--- src/rtl/dmem_access_unit.sv ---
// dmem_access_unit
//   Bridges the RV32I MEM stage to a valid/ready data-memory bus. Accepts one
//   load/store at a time, builds the word-aligned bus request (byte strobes,
//   lane-replicated store data), extracts and extends load data, and reports
//   alignment faults without touching the bus.
// Ports
//   clk_i, reset_i              clock, synchronous active-high reset
//   in_valid_i / in_ready_o     MEM-stage request handshake
//   in_addr_i, in_wdata_i       byte address, store data
//   in_wr_i, in_size_i          1=store/0=load; BYTE=0, HALF=1, WORD=2 (3 acts as WORD)
//   in_signed_i                 sign-extend load result
//   dmem_req_*                  bus request channel (valid/ready, addr, we, wstrb, wdata)
//   dmem_resp_*                 bus load response (valid, rdata)
//   out_valid_o                 one-cycle completion pulse
//   out_rdata_o                 extended load data (0 for stores/faults)
//   out_misaligned_o            access faulted on alignment
module dmem_access_unit (
  input  logic        clk_i,
  input  logic        reset_i,
  input  logic        in_valid_i,
  output logic        in_ready_o,
  input  logic [31:0] in_addr_i,
  input  logic [31:0] in_wdata_i,
  input  logic        in_wr_i,
  input  logic [1:0]  in_size_i,
  input  logic        in_signed_i,
  output logic        dmem_req_valid_o,
  input  logic        dmem_req_ready_i,
  output logic [31:0] dmem_req_addr_o,
  output logic        dmem_req_we_o,
  output logic [3:0]  dmem_req_wstrb_o,
  output logic [31:0] dmem_req_wdata_o,
  input  logic        dmem_resp_valid_i,
  input  logic [31:0] dmem_resp_rdata_i,
  output logic        out_valid_o,
  output logic [31:0] out_rdata_o,
  output logic        out_misaligned_o
);

  typedef enum logic [1:0] {S_IDLE, S_REQ, S_WAIT_RESP, S_DONE} state_t;

  state_t      state_q, state_d;
  logic [31:0] addr_q, wdata_q;
  logic        wr_q, signed_q;
  logic [1:0]  size_q;
  logic        misaligned_in;
  logic [7:0]  byte_lane;
  logic [15:0] half_lane;
  logic [31:0] load_data;

  // Alignment check on the incoming request, before it is latched.
  always_comb begin
    misaligned_in = 1'b0;
    case (in_size_i)
      2'd0:    misaligned_in = 1'b0;
      2'd1:    misaligned_in = in_addr_i[0];
      default: misaligned_in = |in_addr_i[1:0];
    endcase
  end

  // State register
  always_ff @(posedge clk_i) begin
    if (reset_i) state_q <= S_IDLE;
    else         state_q <= state_d;
  end

  // Next-state logic
  always_comb begin
    state_d = state_q;
    case (state_q)
      S_IDLE:      if (in_valid_i)        state_d = misaligned_in ? S_DONE : S_REQ;
      S_REQ:       if (dmem_req_ready_i)  state_d = wr_q ? S_DONE : S_WAIT_RESP;
      S_WAIT_RESP: if (dmem_resp_valid_i) state_d = S_DONE;
      S_DONE:                             state_d = S_IDLE;
      default:                            state_d = S_IDLE;
    endcase
  end

  // Load lane extraction from the live response word.
  always_comb begin
    byte_lane = '0;
    case (addr_q[1:0])
      2'd0: byte_lane = dmem_resp_rdata_i[7:0];
      2'd1: byte_lane = dmem_resp_rdata_i[15:8];
      2'd2: byte_lane = dmem_resp_rdata_i[23:16];
      2'd3: byte_lane = dmem_resp_rdata_i[31:24];
      default: byte_lane = '0;
    endcase
    half_lane = addr_q[1] ? dmem_resp_rdata_i[31:16] : dmem_resp_rdata_i[15:0];
    load_data = dmem_resp_rdata_i;
    case (size_q)
      2'd0:    load_data = {{24{signed_q & byte_lane[7]}}, byte_lane};
      2'd1:    load_data = {{16{signed_q & half_lane[15]}}, half_lane};
      default: load_data = dmem_resp_rdata_i;
    endcase
  end

  // Request latch and result registers; results hold between completions.
  always_ff @(posedge clk_i) begin
    if (reset_i) begin
      addr_q           <= '0;
      wdata_q          <= '0;
      wr_q             <= 1'b0;
      size_q           <= '0;
      signed_q         <= 1'b0;
      out_rdata_o      <= '0;
      out_misaligned_o <= 1'b0;
    end else begin
      case (state_q)
        S_IDLE: if (in_valid_i) begin
          addr_q   <= in_addr_i;
          wdata_q  <= in_wdata_i;
          wr_q     <= in_wr_i;
          size_q   <= in_size_i;
          signed_q <= in_signed_i;
          if (misaligned_in) begin
            out_rdata_o      <= '0;
            out_misaligned_o <= 1'b1;
          end
        end
        S_REQ: if (dmem_req_ready_i && wr_q) begin
          out_rdata_o      <= '0;
          out_misaligned_o <= 1'b0;
        end
        S_WAIT_RESP: if (dmem_resp_valid_i) begin
          out_rdata_o      <= load_data;
          out_misaligned_o <= 1'b0;
        end
        default: ;
      endcase
    end
  end

  // Outputs: bus fields come straight from the latch, so they stay stable in REQ.
  always_comb begin
    in_ready_o       = (state_q == S_IDLE);
    dmem_req_valid_o = (state_q == S_REQ);
    out_valid_o      = (state_q == S_DONE);
    dmem_req_addr_o  = {addr_q[31:2], 2'b00};
    dmem_req_we_o    = wr_q;
    dmem_req_wstrb_o = '0;
    dmem_req_wdata_o = wdata_q;
    case (size_q)
      2'd0: begin
        dmem_req_wstrb_o = 4'b0001 << addr_q[1:0];
        dmem_req_wdata_o = {4{wdata_q[7:0]}};
      end
      2'd1: begin
        dmem_req_wstrb_o = 4'b0011 << addr_q[1:0];
        dmem_req_wdata_o = {2{wdata_q[15:0]}};
      end
      default: dmem_req_wstrb_o = 4'b1111;
    endcase
    if (!wr_q) dmem_req_wstrb_o = '0;
  end

endmodule

--- config.mk ---
export PLATFORM = sky130hd
export DESIGN_NAME = dmem_access_unit
export DESIGN_NICKNAME = d
export VERILOG_FILES = /design/src/rtl/dmem_access_unit.sv
export SDC_FILE = /design/constraint.sdc
export NUM_CORES = 1
export LEC_CHECK = 0
export BUFFER_PORTS_ARGS = -buffer_cell sky130_fd_sc_hd__buf_4
export CELL_PAD_IN_SITES_DETAIL_PLACEMENT = 1
export CELL_PAD_IN_SITES_GLOBAL_PLACEMENT = 2
export CORE_ASPECT_RATIO = 1.2
export CORE_MARGIN = 2
export CORE_UTILIZATION = 24
export CTS_CLUSTER_DIAMETER = 120
export DETAILED_ROUTE_END_ITERATION = 10
export GPL_ROUTABILITY_DRIVEN = 0
export PLACE_DENSITY = 0.77
export SYNTH_ARGS = -nofsm -noshare
export SYNTH_HDL_FRONTEND = slang
export SYNTH_SLANG_ARGS = --single-unit
--- constraint.sdc ---
create_clock -name clk_i -period 1.73 [get_ports clk_i]
set_input_delay 0.0865 -clock clk_i [delete_from_list [all_inputs] [get_ports clk_i]]
set_output_delay 0.0865 -clock clk_i [all_outputs]
set_load 0.005 [all_outputs]
==> summary.txt, run 1 <==
Worst setup path
  – WP buf/inv: 4
  – FF-to-FF Start: state_q[0]$_SDFFE_PP0P_
  – Critical R2R Capture: out_rdata_o[18]$_SDFFE_PP0P_
  – Critical Path Source Type: flip-flop
  – Worst setup path start: state_q[0]$_SDFFE_PP0P_
  – Levels on crit path: 9
  – Cell Chain, Critical Path: inv_4, ha_4, or3b_4, buf_6, and4_4, a21oi_4, buf_12, clkbuf_16, a32o_1
  – Crit Path Category: flip-flop to flip-flop
  – CP max FO: 8
  – Family with the most delay on the worst path: simple AND/OR/NAND/NOR gates
  – Worst path max stage delay: 0.38 ns
  – CP Capture Type: flip-flop
  – Required time of the worst setup path: 2.03 ns
  – Critical Path Sink: out_rdata_o[18]$_SDFFE_PP0P_
  – Worst R2R Path Depth: 9
  – Crit path arrival time: 2.20 ns
  – R2R Setup Slk: -0.17 ns
  – Critical Path Slowest Stage Cell: or3b_4

Drt
  – DRC: 0
  – Routed WL: 19.1 mm
  – WL per Instance: 17.1 um
  – Via count: 5072
  – Vias per inst: 4.54
  – Drt pass-1 iters: 4
  – Number of routed nets with antenna violations: 0
  – DR iter-0 viols: 146

Synthesis
  – Yosys warns: 0
  – Cells after Synth: 598
  – Post-synth cell types: 48
  – Most common flop cell mapped by yosys: dfxtp_1
  – Async set or reset register ratio after synthesis: 0%
  – Number of flops mapped to enable cells by yosys: 0
  – Synthesized area: 5020 um^2
  – Syn avg cell area: 8.39 um^2
  – FF+latch count, synth: 103
  – Sequential area share after synthesis: 41.1%

Floorplanning
  – DIE HEIGHT: 162 um
  – FP Rows: 57
  – Initial Util: 24.6%
  – I/O pin total: 210
  – Die width: 136 um
  – Die footprint: 22100 um^2
  – Core Footprint: 20400 um^2

Cells and area
  – Final nets: 958
  – Commonest non-fill, non-tap cell in the layout: buf_4
  – Antenna cells: 0
  – Most frequent cells in the layout: 243 x buf_4, 163 x nand2_1, 98 x dfxtp_1, 67 x a21oi_1, 65 x dlygate4sd3_1
  – Area grow syn2layout: 59.4%
  – Share of cells above drive strength 1: 39.4%

Placement
  – Port Buffers: 207
  – Worst slack at placement: -0.539 ns
  – Post-DP HPWL: 12.9 mm

Run status
  – Outcome: finished, violations left
  – Failing checks: setup timing

Clock tree
  – Htree depth: 3
  – Clk_lat worst skew: 0.36 ns
  – CTS clk-pin slew, worst paths: 0.07 ns
  – CTS tree: built
  – Clk root buf: clkbuf_16
  – Clock Tree Buf Depth: 2
  – Clock Sinks: 103
  – Num CTS Buffers: 9

Worst hold path
  – Tightest Hold Check Type: primary input to flip-flop
  – Hold_sp: in_wr_i
  – Hold Path Stages: 3

Global routing
  – First-pass GRT wire length: 29.2 mm
  – Initial antenna violation count: 0
  – Largest net degree at the start of global routing: 69
  – Vias in the first global route: 5360
  – GRT Total Usage: 17.2%
  – Overflow after GRT: 0

Power and ir drop
  – PD cells: 1170 nW/um^2
  – Pleak: 3.38 nW
  – Maximum vdd drop: 530 uV

Timing
  – Fin crit share: 110%
  – Setup violations, final: 32
  – Fmax: 526 MHz
  – Setup TNS: -4.45 ns
  – Final Hold Viols: 0
  – Setup WS post-layout: -0.172 ns
  – Clk_skew: 0.00826 ns
  – Unrepaired setup endpoints after global routing: yes
  – Fin crit period: 1.90 ns
  – Pins Over Slew Limit: 0

Flow run
  – MaxCap Viol Count: 0
==> registers in the layout (all words and copies together) (netlist names) <==
signal,flops
state_q,2
out_misaligned_o,1
out_rdata_o,32
addr_q,32
signed_q,1
size_q,2
wdata_q,32
dmem_req_we_o,1
==> per-stage QoR <==
step | std cells | utilization [%] | power [W] | hold slack [ns] | cell area, um^2
CTS | 1115 | 38.7 | 0.00928 | 0.00842 | 7890
detailed placement | 1019 | 32.9 | 0.00665 | 0.343 | 6720
finish | 1118 | 39.2 | 0.00934 | 0.0128 | 8000
floorplan | 599 | - | 0.00513 | 0.222 | 5040
global route | 1118 | 39.2 | 0.00995 | 0.0103 | 8000
global placement | 1019 | 32.9 | 0.00660 | 0.334 | 6720
==> cell usage after synthesis, types with 2 or more instances <==
cell type,n,area (um^2)
nand2b_1,29,181
ha_1,5,62.6
or2b_1,2,15.0
dfxtp_1,103,2060
o21a_1,4,30.0
o32a_1,6,60.1
nand3b_1,2,15.0
inv_1,5,18.8
a221oi_1,2,17.5
o21ai_0,16,80.1
mux2i_1,11,110
nor2b_1,2,12.5
nor2_1,6,22.5
clkbuf_1,26,97.6
nand2_1,164,616
a21oi_1,73,365
buf_1,5,18.8
or3b_1,2,17.5
a211oi_1,3,22.5
buf_6,6,67.6
o2bb2ai_1,6,52.6
buf_2,7,35.0
buf_4,42,315
a32o_1,24,240
mux2_2,24,270
==> worst min-delay path, cell delays in order <==
cell and delay, ns:
buf_4 0.11, nand2_1 0.06, a21oi_1 0.06
==> worst min-delay path by stage <==
| stage | to |
|---|---|
| 4_1_cts | dmem_req_we_o$_SDFFE_PP0P_ |
| 5_1_grt | size_q[0]$_SDFFE_PP0P_ |
| 6_report | dmem_req_we_o$_SDFFE_PP0P_ |
| 3_5_place_dp | addr_q[3]$_SDFFE_PP0P_ |
| 2_1_floorplan | wdata_q[16]$_SDFFE_PP0P_ |
| 3_3_place_gp | addr_q[22]$_SDFFE_PP0P_ |
==> logic make-up (layout without fill, tap and decap cells) <==
logic type	after synthesis	after routing	synth area share, %
other cells	1	2	0.0747
fa+ha+maj	5	5	1.25
buf+inv	91	344	11.0
mux	35	35	7.58
simple gates	216	217	19.1
flops	103	103	41.1
compound gates	147	147	19.9
==> metal layers <==
metal / GRT usage [%] / vias to the layer above / wire length [um] / part of all wire [%]
met2: 30.7 / 130 / 9790 / 51
met3: 3.95 / 27 / 1070 / 5.6
met1: 19.7 / 2410 / 7730 / 41
met5: 0 / - / 0 / 0
met4: 6.91 / 0 / 482 / 2.5
li1: - / 2505 / - / -
==> repair_timing <==
action,4_1_cts,5_1_grt
endpoints found under the setup margin,46,49
setup buffers,12,2
hold endpoints to repair,65,0
gates resized for setup,21,17
hold buffers,65,0
gates cloned,3,1
pin swaps,8,15
==> cell type report <==
cell class,count,area [um^2]
clock buffers,11,233
fillers,2423,12400
well taps,265,332
multi-input cells,406,2550
repair buffers,323,2750
inverters,5,23.8
clock inverters,5,33.8
flip-flops and latches,103,2080
==> power by group <==
group,total (W),internal [W],switching (W),leakage (nW)
clock,0.00196,0.000981,0.000976,0.126
sequential,0.00300,0.00273,0.000273,0.843
combinational,0.00438,0.00224,0.00214,2.42
Note: power is estimated with default switching activity, not from simulation.
==> run 2: changes to the inputs <==
CAP_MARGIN = 20   (was not set)
SETUP_SLACK_MARGIN = 0.1   (was not set)
==> run 2 against run 1 <==
Effect of this change:
- the flow still finishes with violations (setup timing)
- clock-buffer cell count unchanged
- design area rose by 5.6%
- first-iteration DRC count rose by 88%
- total power up 9.3%
- largest cell class unchanged
- setup slack better by 0.054 ns
- largest power group unchanged
- combinational power increased by 17%
==> summary.txt, run 2 (synthesis gave the netlist of run 1 again) <==
Clock tree
  – Htree depth: 3
  – CTS clk-pin slew, worst paths: 0.07 ns
  – Clk_lat worst skew: 0.35 ns
  – CTS tree: built
  – Num CTS Buffers: 9
  – Clock Tree Buf Depth: 2
  – Clock Sinks: 103
  – Clk root buf: clkbuf_16

Global routing
  – First-pass GRT wire length: 29.5 mm
  – GRT Total Usage: 17.1%
  – Initial antenna violation count: 0
  – Overflow after GRT: 0
  – Vias in the first global route: 5441
  – Largest net degree at the start of global routing: 42

Drt
  – WL per Instance: 18.1 um
  – Drt pass-1 iters: 4
  – Vias per inst: 4.62
  – DRC: 0
  – Routed WL: 20.4 mm
  – DR iter-0 viols: 275
  – Via count: 5235
  – Number of routed nets with antenna violations: 0

Floorplanning
  – DIE HEIGHT: 162 um
  – Core Footprint: 20400 um^2
  – FP Rows: 57
  – Die width: 136 um
  – Die footprint: 22100 um^2
  – Initial Util: 24.6%
  – I/O pin total: 210

Cells and area
  – Share of cells above drive strength 1: 43.8%
  – Antenna cells: 0
  – Regs by FF count: addr_q: 32 flops, out_rdata_o: 32 flops, wdata_q: 32 flops
  – Final nets: 972
  – Most frequent cells in the layout: 230 x buf_4, 145 x nand2_1, 98 x dfxtp_1, 65 x dlygate4sd3_1, 58 x a21oi_1
  – Commonest non-fill, non-tap cell in the layout: buf_4
  – Final Util: 41.4%
  – # fillers: 2390
  – Multi-input logic area: 2700 um^2
  – Final non-filler cell total: 1132
  – Register Area: 2080 um^2
  – Fin area: 8450 um^2
  – Area grow syn2layout: 68.4%

Timing
  – Min Hold Slack: 0.0130 ns
  – Setup violations, final: 31
  – Fin crit period: 1.85 ns
  – Final Hold Viols: 0
  – Setup WS post-layout: -0.117 ns
  – Clk_skew: 0.00855 ns
  – Unrepaired setup endpoints after global routing: yes
  – Slew @ Worst Pin: 0.570 ns
  – Pins Over Slew Limit: 0
  – Fmax: 541 MHz
  – Relative slew slack: 62.0%
  – Fin crit share: 107%

Worst hold path
  – Hold Path Stages: 3
  – Hold Path Sink: dmem_req_we_o$_SDFFE_PP0P_
  – Hold_sp: in_wr_i
  – Tightest Hold Check Type: primary input to flip-flop

Placement
  – Post-DP Area: 6720 um^2
  – Worst slack at placement: -0.518 ns
  – Post-DP HPWL: 13.2 mm
  – Port Buffers: 207
  – Placed cell count: 1020

Power and ir drop
  – Maximum vdd drop: 487 uV
  – PD cells: 1210 nW/um^2
  – Pleak: 3.56 nW

Worst setup path
  – Critical Path Source Type: flip-flop
  – Crit path arrival time: 2.09 ns
  – Critical R2R Capture: out_rdata_o[31]$_SDFFE_PP0P_
  – Family with the most delay on the worst path: simple AND/OR/NAND/NOR gates
  – CP max FO: 13
  – Required time of the worst setup path: 1.97 ns
  – Worst R2R Path Depth: 8
  – R2R Setup Slk: -0.12 ns
  – Critical Path Slowest Stage Cell: or3b_4
  – Cell Chain, Critical Path: inv_4, ha_4, or3b_4, nand4_1, buf_6, nor3_4, buf_12, a32o_1
  – Crit Path Category: flip-flop to flip-flop
  – WP buf/inv: 3
  – CP Capture Type: flip-flop
  – FF-to-FF Start: state_q[1]$_SDFFE_PP0P_
  – Worst path max stage delay: 0.39 ns

Run status
  – Outcome: finished, violations left
  – Failing checks: setup timing

Flow run
  – MaxCap Viol Count: 0
## run 2: changes by cell type in the layout (fill, tap and decap cells not counted), sizes merged
| cell | delta |
|---|---|
| buf | +9 |
| inv | -1 |
| bufinv | +1 |
| clkbuf | +5 |
## run 2: per-layer routing
layer | routed length [um] | up-vias | global-route usage (%)
met5 | 0 | - | 0
met4 | 450 | 0 | 5.82
met3 | 954 | 26 | 3.36
met2 | 10600 | 132 | 30.3
met1 | 8450 | 2537 | 20.6
li1 | - | 2540 | -
## run 2: worst max-delay path by stage
stage	start	end	slack (ns)	cells after the start
4_1_cts	state_q[1]$_SDFFE_PP0P_	out_rdata_o[25]$_SDFFE_PP0P_	-0.07	8
2_1_floorplan	state_q[0]$_SDFFE_PP0P_	out_rdata_o[27]$_SDFFE_PP0P_	0.005	8
3_5_place_dp	state_q[1]$_SDFFE_PP0P_	out_rdata_o[5]$_SDFFE_PP0P_	-0.52	6
6_report	state_q[1]$_SDFFE_PP0P_	out_rdata_o[31]$_SDFFE_PP0P_	-0.12	8
5_1_grt	state_q[1]$_SDFFE_PP0P_	out_rdata_o[29]$_SDFFE_PP0P_	-0.18	8
3_3_place_gp	state_q[1]$_SDFFE_PP0P_	out_rdata_o[5]$_SDFFE_PP0P_	-0.48	6
## run 2: final cells by class
type	instances	area share [%]
Sequential cell	103	24.6
Clock inverter	5	0.696
Inverter	5	0.281
Tap cell	265	3.92
Multi-Input combinational cell	406	32.0
Timing Repair Buffer	337	35.8
Clock buffer	11	2.75
## run 2: tightest hold or removal path, stage by stage
cell and delay [ns]:
buf_4 0.11, nand2_1 0.05, a21oi_1 0.06
## run 2: per-stage QoR
stage	setup TNS [ns]	total power [W]
detailed placement	-12.71	0.00664
finish	-2.43	0.0102
floorplan	0	0.00514
global route	-4.44	0.0108
CTS	-1.09	0.00934
global placement	-11.86	0.00660
## run 2: what timing repair did
action / 4_1_cts / 5_1_grt
gates cloned: 1 / 9
gates resized for setup: 48 / 61
endpoints found under the setup margin: 57 / 92
pin swaps: 8 / 15
hold buffers: 64 / 1
hold endpoints to repair: 64 / 1
buffers inserted: 13 / 8
## run 2: report_power, final
| part | internal (W) | switching (W) | total, W |
|---|---|---|---|
| clock | 0.00113 | 0.000950 | 0.00208 |
| combinational | 0.00268 | 0.00244 | 0.00512 |
| sequential | 0.00273 | 0.000280 | 0.00301 |
==> run 3: changes to the inputs <==
CELL_PAD_IN_SITES_DETAIL_PLACEMENT = not set   (was 1)
CELL_PAD_IN_SITES_GLOBAL_PLACEMENT = not set   (was 2)
CORE_UTILIZATION = 44   (was 24)
PLACE_DENSITY = 0.78   (was 0.77)
==> run 3 against run 2 <==
Effect of this change:
- the flow still finishes with violations (setup timing)
- die area down 44%
- design area decreased by 7.2%
- hold slack got worse by 0.0066 ns
- maximum frequency grew 1.7%
- highest routed layer unchanged
- cell count down 12%
==> summary.txt, run 3 (synthesis gave the netlist of run 1 again) <==
Run status
  – Outcome: finished, violations left
  – Failing checks: setup timing

Drt
  – Drt pass-1 iters: 5
  – DR iter-0 viols: 296
  – WL per Instance: 16.8 um
  – Number of routed nets with antenna violations: 0
  – Via count: 5291
  – Vias per inst: 5.33
  – DRC: 0
  – Routed WL: 16.7 mm

Global routing
  – First-pass GRT wire length: 25.3 mm
  – Overflow after GRT: 0
  – GRT Total Usage: 26.1%
  – Largest net degree at the start of global routing: 74
  – Vias in the first global route: 5165
  – Initial antenna violation count: 0

Clock tree
  – Clk_lat worst skew: 0.34 ns
  – Clk root buf: clkbuf_16
  – Clock Sinks: 103
  – CTS tree: built
  – Num CTS Buffers: 9
  – Clock Tree Buf Depth: 2
  – CTS clk-pin slew, worst paths: 0.07 ns
  – Htree depth: 3

Timing
  – Setup violations, final: 31
  – Relative slew slack: 48.3%
  – Final Hold Viols: 0
  – Fin crit period: 1.82 ns
  – Min Hold Slack: 0.00634 ns
  – Fmax: 550 MHz
  – Clk_skew: 0.00630 ns
  – Unrepaired setup endpoints after global routing: yes
  – Setup WS post-layout: -0.0870 ns
  – Pins Over Slew Limit: 0
  – Setup TNS: -1.48 ns
  – Fin crit share: 105%
  – Slew @ Worst Pin: 0.776 ns

Worst setup path
  – Crit Path Category: flip-flop to flip-flop
  – Required time of the worst setup path: 2.01 ns
  – CP Capture Type: flip-flop
  – CP max FO: 6
  – Crit path arrival time: 2.09 ns
  – Critical Path Source Type: flip-flop

Cells and area
  – Antenna cells: 0
  – Regs by FF count: addr_q: 32 flops, out_rdata_o: 32 flops, wdata_q: 32 flops
  – Share of cells above drive strength 1: 39.2%
  – Commonest non-fill, non-tap cell in the layout: buf_4
  – Final nets: 945
  – Most frequent cells in the layout: 228 x buf_4, 163 x nand2_1, 98 x dfxtp_1, 73 x a21oi_1, 58 x dlygate4sd3_1
  – Area grow syn2layout: 56.3%

Flow run
  – MaxCap Viol Count: 0

Floorplanning
  – I/O pin total: 210
  – Die width: 101 um
  – DIE HEIGHT: 121 um
  – Core Footprint: 11100 um^2
  – Initial Util: 45.2%
  – FP Rows: 42
  – Die footprint: 12300 um^2

Power and ir drop
  – Maximum vdd drop: 626 uV
  – Pleak: 3.38 nW
  – PD cells: 1180 nW/um^2

Placement
  – Post-DP HPWL: 10.5 mm
  – Port Buffers: 207
  – Worst slack at placement: -0.462 ns

Worst hold path
  – Tightest Hold Check Type: primary input to flip-flop
-- run 3: cell types whose count changed in the layout (fill, tap and decap cells not counted), moves of 6 or more --
cell           change
a21oi_2           -15
nand2_2           -17
nand2_1           +18
a21oi_1           +15
clkbuf_16          -6
buf_6              -7
dlygate4sd3_1      -7
-- run 3: where the power goes --
part	leakage (nW)	internal, W	switching [W]	total [W]
combinational	2.39	0.00214	0.00210	0.00424
clock	0.143	0.00116	0.000867	0.00202
sequential	0.843	0.00273	0.000274	0.00301
-- run 3: routing by layer --
layer	GRT usage (%)	part of all wire (%)	vias up
li1	-	-	2484
met1	29.7	38	2487
met2	45.1	51	257
met3	6.45	7.4	63
met4	12.6	4.0	0
met5	0	0	-
-- run 3: metrics by stage --
step	power (W)	std cells	util [%]	instance area, um^2
detailed placement	0.00633	899	58.5	6480
floorplan	0.00514	599	-	5050
CTS	0.00889	990	69.5	7710
global route	0.00973	993	70.7	7840
finish	0.00928	993	70.7	7840
global placement	0.00621	899	58.5	6480
-- run 3: worst max-delay path: stages, from the launching register on --
cell,delay (ns)
dfxtp_4,0.36
buf_4,0.13
ha_2,0.20
a211o_4,0.33
buf_4,0.14
or3_4,0.45
o2bb2ai_2,0.14
-- run 3: area by class of cell --
cell class              count  area (um^2)
clock inverters             3         43.8
clock buffers              12          246
flip-flops and latches    103         2080
multi-input cells         406         2620
inverters                   5         23.8
repair buffers            310         2640
well taps                 154          193
fillers                   805         3250
-- run 3: path summary, 6_finish.rpt --
path                                               from                          end  slack, ns  cells after the start
worst max-delay path            state_q[1]$_SDFFE_PP0P_  out_rdata_o[1]$_SDFFE_PP0P_      -0.09                      6
worst min-delay path                     in_wdata_i[23]     wdata_q[23]$_SDFFE_PP0P_      0.006                      3
worst max register to register  state_q[1]$_SDFFE_PP0P_  out_rdata_o[1]$_SDFFE_PP0P_      -0.09                      6
worst min register to register  addr_q[16]$_SDFFE_PP0P_      addr_q[16]$_SDFFE_PP0P_       0.45                      2
-- run 3: what timing repair did --
item	CTS	global route
hold buffers	58	0
cloned	3	0
pin swaps	8	13
hold endpoints to repair	58	0
gates resized for setup	43	30
setup endpoints to repair	40	114
setup buffers	15	3
